==> src/rtl/inst_queue.sv <==
// inst_queue: show-ahead circular instruction buffer between fetch and decode
module inst_queue #(
  parameter int DEPTH = 8,
  parameter int PTR_W = 3
) (
  input  logic             clk,
  input  logic             resetn,
  input  logic             in_valid,
  input  logic [31:0]      in_pc,
  input  logic [31:0]      in_instr,
  input  logic             in_adel,
  output logic             in_ready,
  output logic             out_valid,
  output logic [31:0]      out_pc,
  output logic [31:0]      out_instr,
  output logic             out_adel,
  input  logic             out_ready,
  input  logic             flush,
  output logic [PTR_W:0]   count
);
  localparam logic [PTR_W:0] FULL = (PTR_W+1)'(DEPTH);
  logic [64:0] mem [DEPTH];
  logic [PTR_W-1:0] rptr, wptr;
  logic push, pop;
  assign in_ready  = count < FULL;
  assign out_valid = count != '0;
  assign push = in_valid & in_ready & ~flush;
  assign pop  = out_valid & out_ready & ~flush;
  // Head is gated to zero when empty so decode sees a NOP bubble, not stale storage
  assign {out_pc, out_instr, out_adel} = out_valid ? mem[rptr] : 65'h0;
  always_ff @(posedge clk)
    if (push) mem[wptr] <= {in_pc, in_instr, in_adel};
  always_ff @(posedge clk) begin
    if (!resetn || flush) begin
      rptr  <= '0;
      wptr  <= '0;
      count <= '0;
    end else begin
      if (push) wptr <= wptr + PTR_W'(1);
      if (pop) rptr <= rptr + PTR_W'(1);
      count <= count + {{PTR_W{1'b0}}, push} - {{PTR_W{1'b0}}, pop};
    end
  end
endmodule
==> config.mk <==
export PLATFORM = sky130hd
export DESIGN_NAME = inst_queue
export DESIGN_NICKNAME = d
export VERILOG_FILES = /design/src/rtl/inst_queue.sv
export SDC_FILE = /design/constraint.sdc
export NUM_CORES = 1
export LEC_CHECK = 0
export BUFFER_PORTS_ARGS = -buffer_cell sky130_fd_sc_hd__buf_2
export CORE_ASPECT_RATIO = 0.8
export CORE_MARGIN = 4
export CORE_UTILIZATION = 56
export CTS_BUF_LIST = sky130_fd_sc_hd__clkbuf_4
export CTS_CLUSTER_SIZE = 40
export DETAILED_ROUTE_END_ITERATION = 7
export GPL_ROUTABILITY_DRIVEN = 0
export GPL_TIMING_DRIVEN = 0
export HOLD_SLACK_MARGIN = 0.06
export PLACE_DENSITY = 0.78
export SLEW_MARGIN = 20
export SYNTH_ARGS = -nofsm -noshare
export SYNTH_HDL_FRONTEND = slang
export SYNTH_SLANG_ARGS = --single-unit
==> constraint.sdc <==
create_clock -name clk -period 5.59 [get_ports clk]
set_input_delay 0.2795 -clock clk [delete_from_list [all_inputs] [get_ports clk]]
set_output_delay 0.2795 -clock clk [all_outputs]
set_load 0.005 [all_outputs]
-- Word level (Yosys, flattened, before mapping)
Memories as Yosys holds them, arrays and structs flattened. A register that Yosys moved wholly into a read port is not among the register bits.
Index checks and enable logic that the tools add are counted.
- output and inout bits: 71
- word-level logic and storage cells: 22
- input port bits: 70
- memories: 1
- flip-flop bits (word level): 10
- RAM bits: 520
- memories (memory ; words ; width ; read ports ; clocked after Yosys merged registers in ; write ports ; line ; source):
    mem ; 8 ; 65 ; 1 ; 1 ; 1 ; 22 ; logic [64:0] mem [DEPTH];
- bitwise logic cells: 5
- reductions and logical operators: 3
- $lt $le $gt $ge: 1
- multiplexer cells: 5
- add/subtract/negate cells: 4
- operators with widths (kind ; count):
    two-way mux 65 bit ; 1
    adder 3 x 1 -> 3 bit (second input constant) ; 2
    two-way mux 3 bit ; 2
    adder 4 x 1 -> 4 bit ; 1
    AND 1 bit ; 4
    < comparator 4 bit (second input constant) ; 1
    nonzero test 4 bit ; 1
    subtractor 4 x 1 -> 4 bit ; 1
    two-way mux 1 bit ; 2
    logical NOT 1 bit ; 1
    logical OR 1 bit ; 1
    NOT 1 bit ; 1

-- Depth between registers and ports, before layout
- depth in word-level cells: 5
- depth in mapped cells: 10
- depth with buffers taken out: 10

-- Least setup slack after synthesis
Ideal clock, no wire load.
- path type: register to register
- start point: register count[3]
- end point: memory mem[0][0] (enable)
- data required time: 5.022 ns
- arrival time: 5.278 ns
- path buffers: 0
- stages on the path, launching flop included: 4
- period minus slack after synthesis: 5.846 ns
- library setup time: 0.568 ns
- slack: -0.256 ns
- cell sequence: dfxtp_1 > nand2b_1 > or3_1 > nor3_1
- word-level cells in the longest chain between the ends: 5
- ends and longest elaborated chain (what ; line ; source):
    start, declared ; 19 ; output logic [PTR_W:0] count
    start signal, assigned ; 41 ; count <= count + {{PTR_W{1'b0}}, push} - {{PTR_W{1'b0}}, pop};
    < comparator 4 bit ; 25 ; assign in_ready = count < FULL;
    AND 1 bit (2 in a row) ; 27 ; assign push = in_valid & in_ready & ~flush;
    two-way mux 1 bit ; 32 ; if (push) mem[wptr] <= {in_pc, in_instr, in_adel};
    two-way mux 1 bit (not written as such) ; 32 ;
    end, declared ; 22 ;
No other way between the ends.

-- Final worst setup path
- start point: register count[3]
- end point: output out_pc[17]
- word-level cells in the longest chain between the ends: 2
- ends and longest elaborated chain (what ; line ; source):
    nonzero test 4 bit ; 26 ; assign out_valid = count != '0;
    two-way mux 65 bit ; 30 ; assign {out_pc, out_instr, out_adel} = out_valid ? mem[rptr] : 65'h0;
    end, declared ; 14 ; output logic [31:0] out_pc,
No other way between the ends.

==> results.md <==
* Global-route wire length before repair at 65500 µm
* Drt first-iter violations at 1034
* PnR worst setup slack at 1.67 ns
* P_int at 6.21 mW
* Post-Syn Area at 20000 µm²
* R2R Path Start: count[3]$_SDFF_PP0_
* Layout Area Growth over Synthesis at 21.9%
* Setup Buffers After CTS at 0
* Core Util, Final at 0.697
* DIE HEIGHT at 177 µm
* Reg power frac at 0.567
* Fin. Hold Viols at 0
* IO Pins at 141
* Clk Latency, worst-skew pair at 0.81 ns
* Synth Instances at 838
* Max-slew headroom at 0.422
* Setup Viol. Count Final at 0
* Net count after synthesis at 915
* Syn avg cell area at 23.9 µm²
* CP Data Required Time at 5.31 ns
* Period minus WS final at 3.92 ns
* CP Capture Type: output pin
* Max Cap Viol at 0
* Total GRT Usage at 0.228
* CTS tree: yes
* Critical path type: flop to output pin
* Die ar. at 38900 µm²
* CP Data Arrival Time at 3.64 ns
* Vias at 10300
* Hold path endpoint: mem[2][9]$_DFFE_PP_
* Comb power frac at 0.042
* Fin crit share at 0.701
* Max FO, Critical Path at 10
* Row cnt at 61
* Pwr Density at 320 nW/µm²
* Status: finished, final reports clean
* Clock Skews at 0.0389 ns
* Most frequent cells in the layout: edfxtp_1, clkbuf_4, buf_2, mux4_2, dlygate4sd3_1
* Layout Nets at 1282
* CORE AREA at 35000 µm²
* Reg2reg end: mem[0][27]$_DFFE_PP_
* Post-DP Area at 22100 µm²
* Switching share of power at 0.206
* CTS Sinks at 533
* Worst reg-to-reg path cell count at 6
* Grt total ovfl at 0
* Yosys Warn Count at 0
* CTS buffer count at 120
* Switching pwr at 1.61 mW
* Leak Pwr at 8.20 nW
* Antenna violations before repair at 2
* Htree depth at 3
* Port Buffers at 140
* Post-synth cell types at 31
* Post-CTS sizing at 0
* Hold Path Origin: in_instr[8]
* R2r setup slk at 2.89 ns
* CP Launch Type: flop
* Worst VDD drop at 0.190 mV
* Number of cells on the worst hold path at 2
* Post-synthesis sequential area ratio at 0.792
* Most common cell after layout, fill and taps aside: edfxtp_1
* Drt wl/cell at 24.4 µm
* Pre-CTS setup slack at 2.52 ns
* Layout cells sized above 1 at 0.408
* Drt pass-1 iters at 5
* Clk slew on worst S/H paths at 0.07 ns
* Initial Util at 0.572
* Post-DP HPWL at 26800 µm
* Vias in the first global route at 11100
* Max Slew Vio Count at 0
* Pin count of the biggest net entering global routing at 22
* Avg Vias per Cell at 5.81
* RSZ-0062 raised after global routing: no
* Residual DRC at 0
* Clock power share at 0.391
* FF+latch count, synth at 533
* F_max at 0.255 GHz
* Min-delay worst type: input port to flop
* Die Wd at 220 µm
* CTS Buffer Depth at 3
* Worst Hold Slack at 0.292 ns
* Worst Tran Pin Value at 0.867 ns
* Fin area at 24400 µm²
* Total Wirelength at 43200 µm
* Number of routed nets with antenna violations at 0
* Clk root buf: clkbuf_4
* CTS Hold Bufs at 72
worst max path at each step:
stage,startpoint,to,slack (ns),cells after the start
3_3_place_gp,in_valid,mem[7][31]$_DFFE_PP_,-1.25,4
3_5_place_dp,count[3]$_SDFF_PP0_,out_pc[17],2.52,8
2_1_floorplan,count[3]$_SDFF_PP0_,mem[2][0]$_DFFE_PP_,1.50,3
5_1_grt,count[3]$_SDFF_PP0_,out_pc[17],1.51,8
4_1_cts,count[3]$_SDFF_PP0_,out_pc[17],1.65,8
6_report,count[3]$_SDFF_PP0_,out_pc[17],1.67,8
flip-flops by register name, summed over array words and instances (netlist names), named ones only:
register,flops
count,4
wptr,3
mem,520
rptr,3
cell usage after synthesis:
cell type / instances / area share
a22o_1: 65 / 0.028
buf_2: 10 / 0.0025
mux4_2: 130 / 0.15
nor3_1: 2 / 0.00050
dfxtp_1: 13 / 0.013
o21ai_0: 3 / 0.00075
ha_1: 6 / 0.0037
nor3b_4: 1 / 0.00094
or4_1: 2 / 0.00075
and2_1: 3 / 0.00094
nand2_1: 4 / 0.00075
xnor2_1: 2 / 0.00087
nor2b_1: 2 / 0.00062
mux2i_1: 1 / 0.00050
fa_1: 1 / 0.0010
edfxtp_1: 520 / 0.78
buf_4: 4 / 0.0015
clkbuf_1: 21 / 0.0039
or3_1: 2 / 0.00062
buf_1: 2 / 0.00037
nor2_1: 10 / 0.0019
nand2b_1: 5 / 0.0016
a21oi_1: 9 / 0.0022
o31ai_1: 1 / 0.00037
a21o_1: 1 / 0.00037
buf_6: 7 / 0.0039
xor2_1: 1 / 0.00044
inv_1: 5 / 0.00094
nand3b_1: 2 / 0.00075
inv_2: 1 / 0.00019
nand3_1: 2 / 0.00050
metrics by stage:
step	instances	TNS, ns	power, mW
floorplan	838	0	4.65
global placement	1450	-549.83	4.78
detailed placement	1483	0	4.81
CTS	1771	0	7.89
global route	1773	0	8.14
finish	1774	0	7.82
critical path: stages (launching register included):
cell      delay, ns
dfxtp_1        0.41
inv_1          0.09
ha_1           0.19
nor3b_4        0.18
nor2_1         0.27
clkbuf_1       0.69
clkbuf_1       0.57
a22o_1         0.30
buf_2          0.14
kinds of logic after synthesis:
| group | Yosys count | synth area share |
|---|---|---|
| AO/OA/AOI/OAI | 79 | 0.0321 |
| XOR/XNOR | 3 | 0.00131 |
| adder cells (fa/ha/maj) | 7 | 0.00474 |
| buffers and inverters | 50 | 0.0134 |
| flip-flops | 533 | 0.792 |
| multiplexers | 131 | 0.147 |
| AND/OR/NAND/NOR | 35 | 0.00980 |
layer usage:
layer / track usage / share of wire / vias to the layer above
met2: 0.366 / 0.49 / 483
li1: - / - / 4447
met5: 0 / 0 / -
met4: 0.0605 / 0.016 / 0
met3: 0.0561 / 0.080 / 59
met1: 0.322 / 0.41 / 5313
area by class of cell:
type,count,area [µm²]
antenna,3,7.51
timing repair buffer,245,2130
fill,2133,10600
tap,472,591
clock buffer,192,1440
inverter,6,22.5
buffer,44,245
multi-input combinational,255,3970
sequential,533,15900
clock inverter,24,144
power by group through the flow:
stage	registers, mW	logic, mW	clock network, mW
after detailed placement	4.52	0.289	0
after global routing	4.43	0.355	3.36
after floorplan	4.52	0.130	0
after global placement	4.52	0.264	0
final	4.43	0.329	3.06
after CTS	4.43	0.331	3.13
Note: power is estimated with default switching activity, not from simulation.
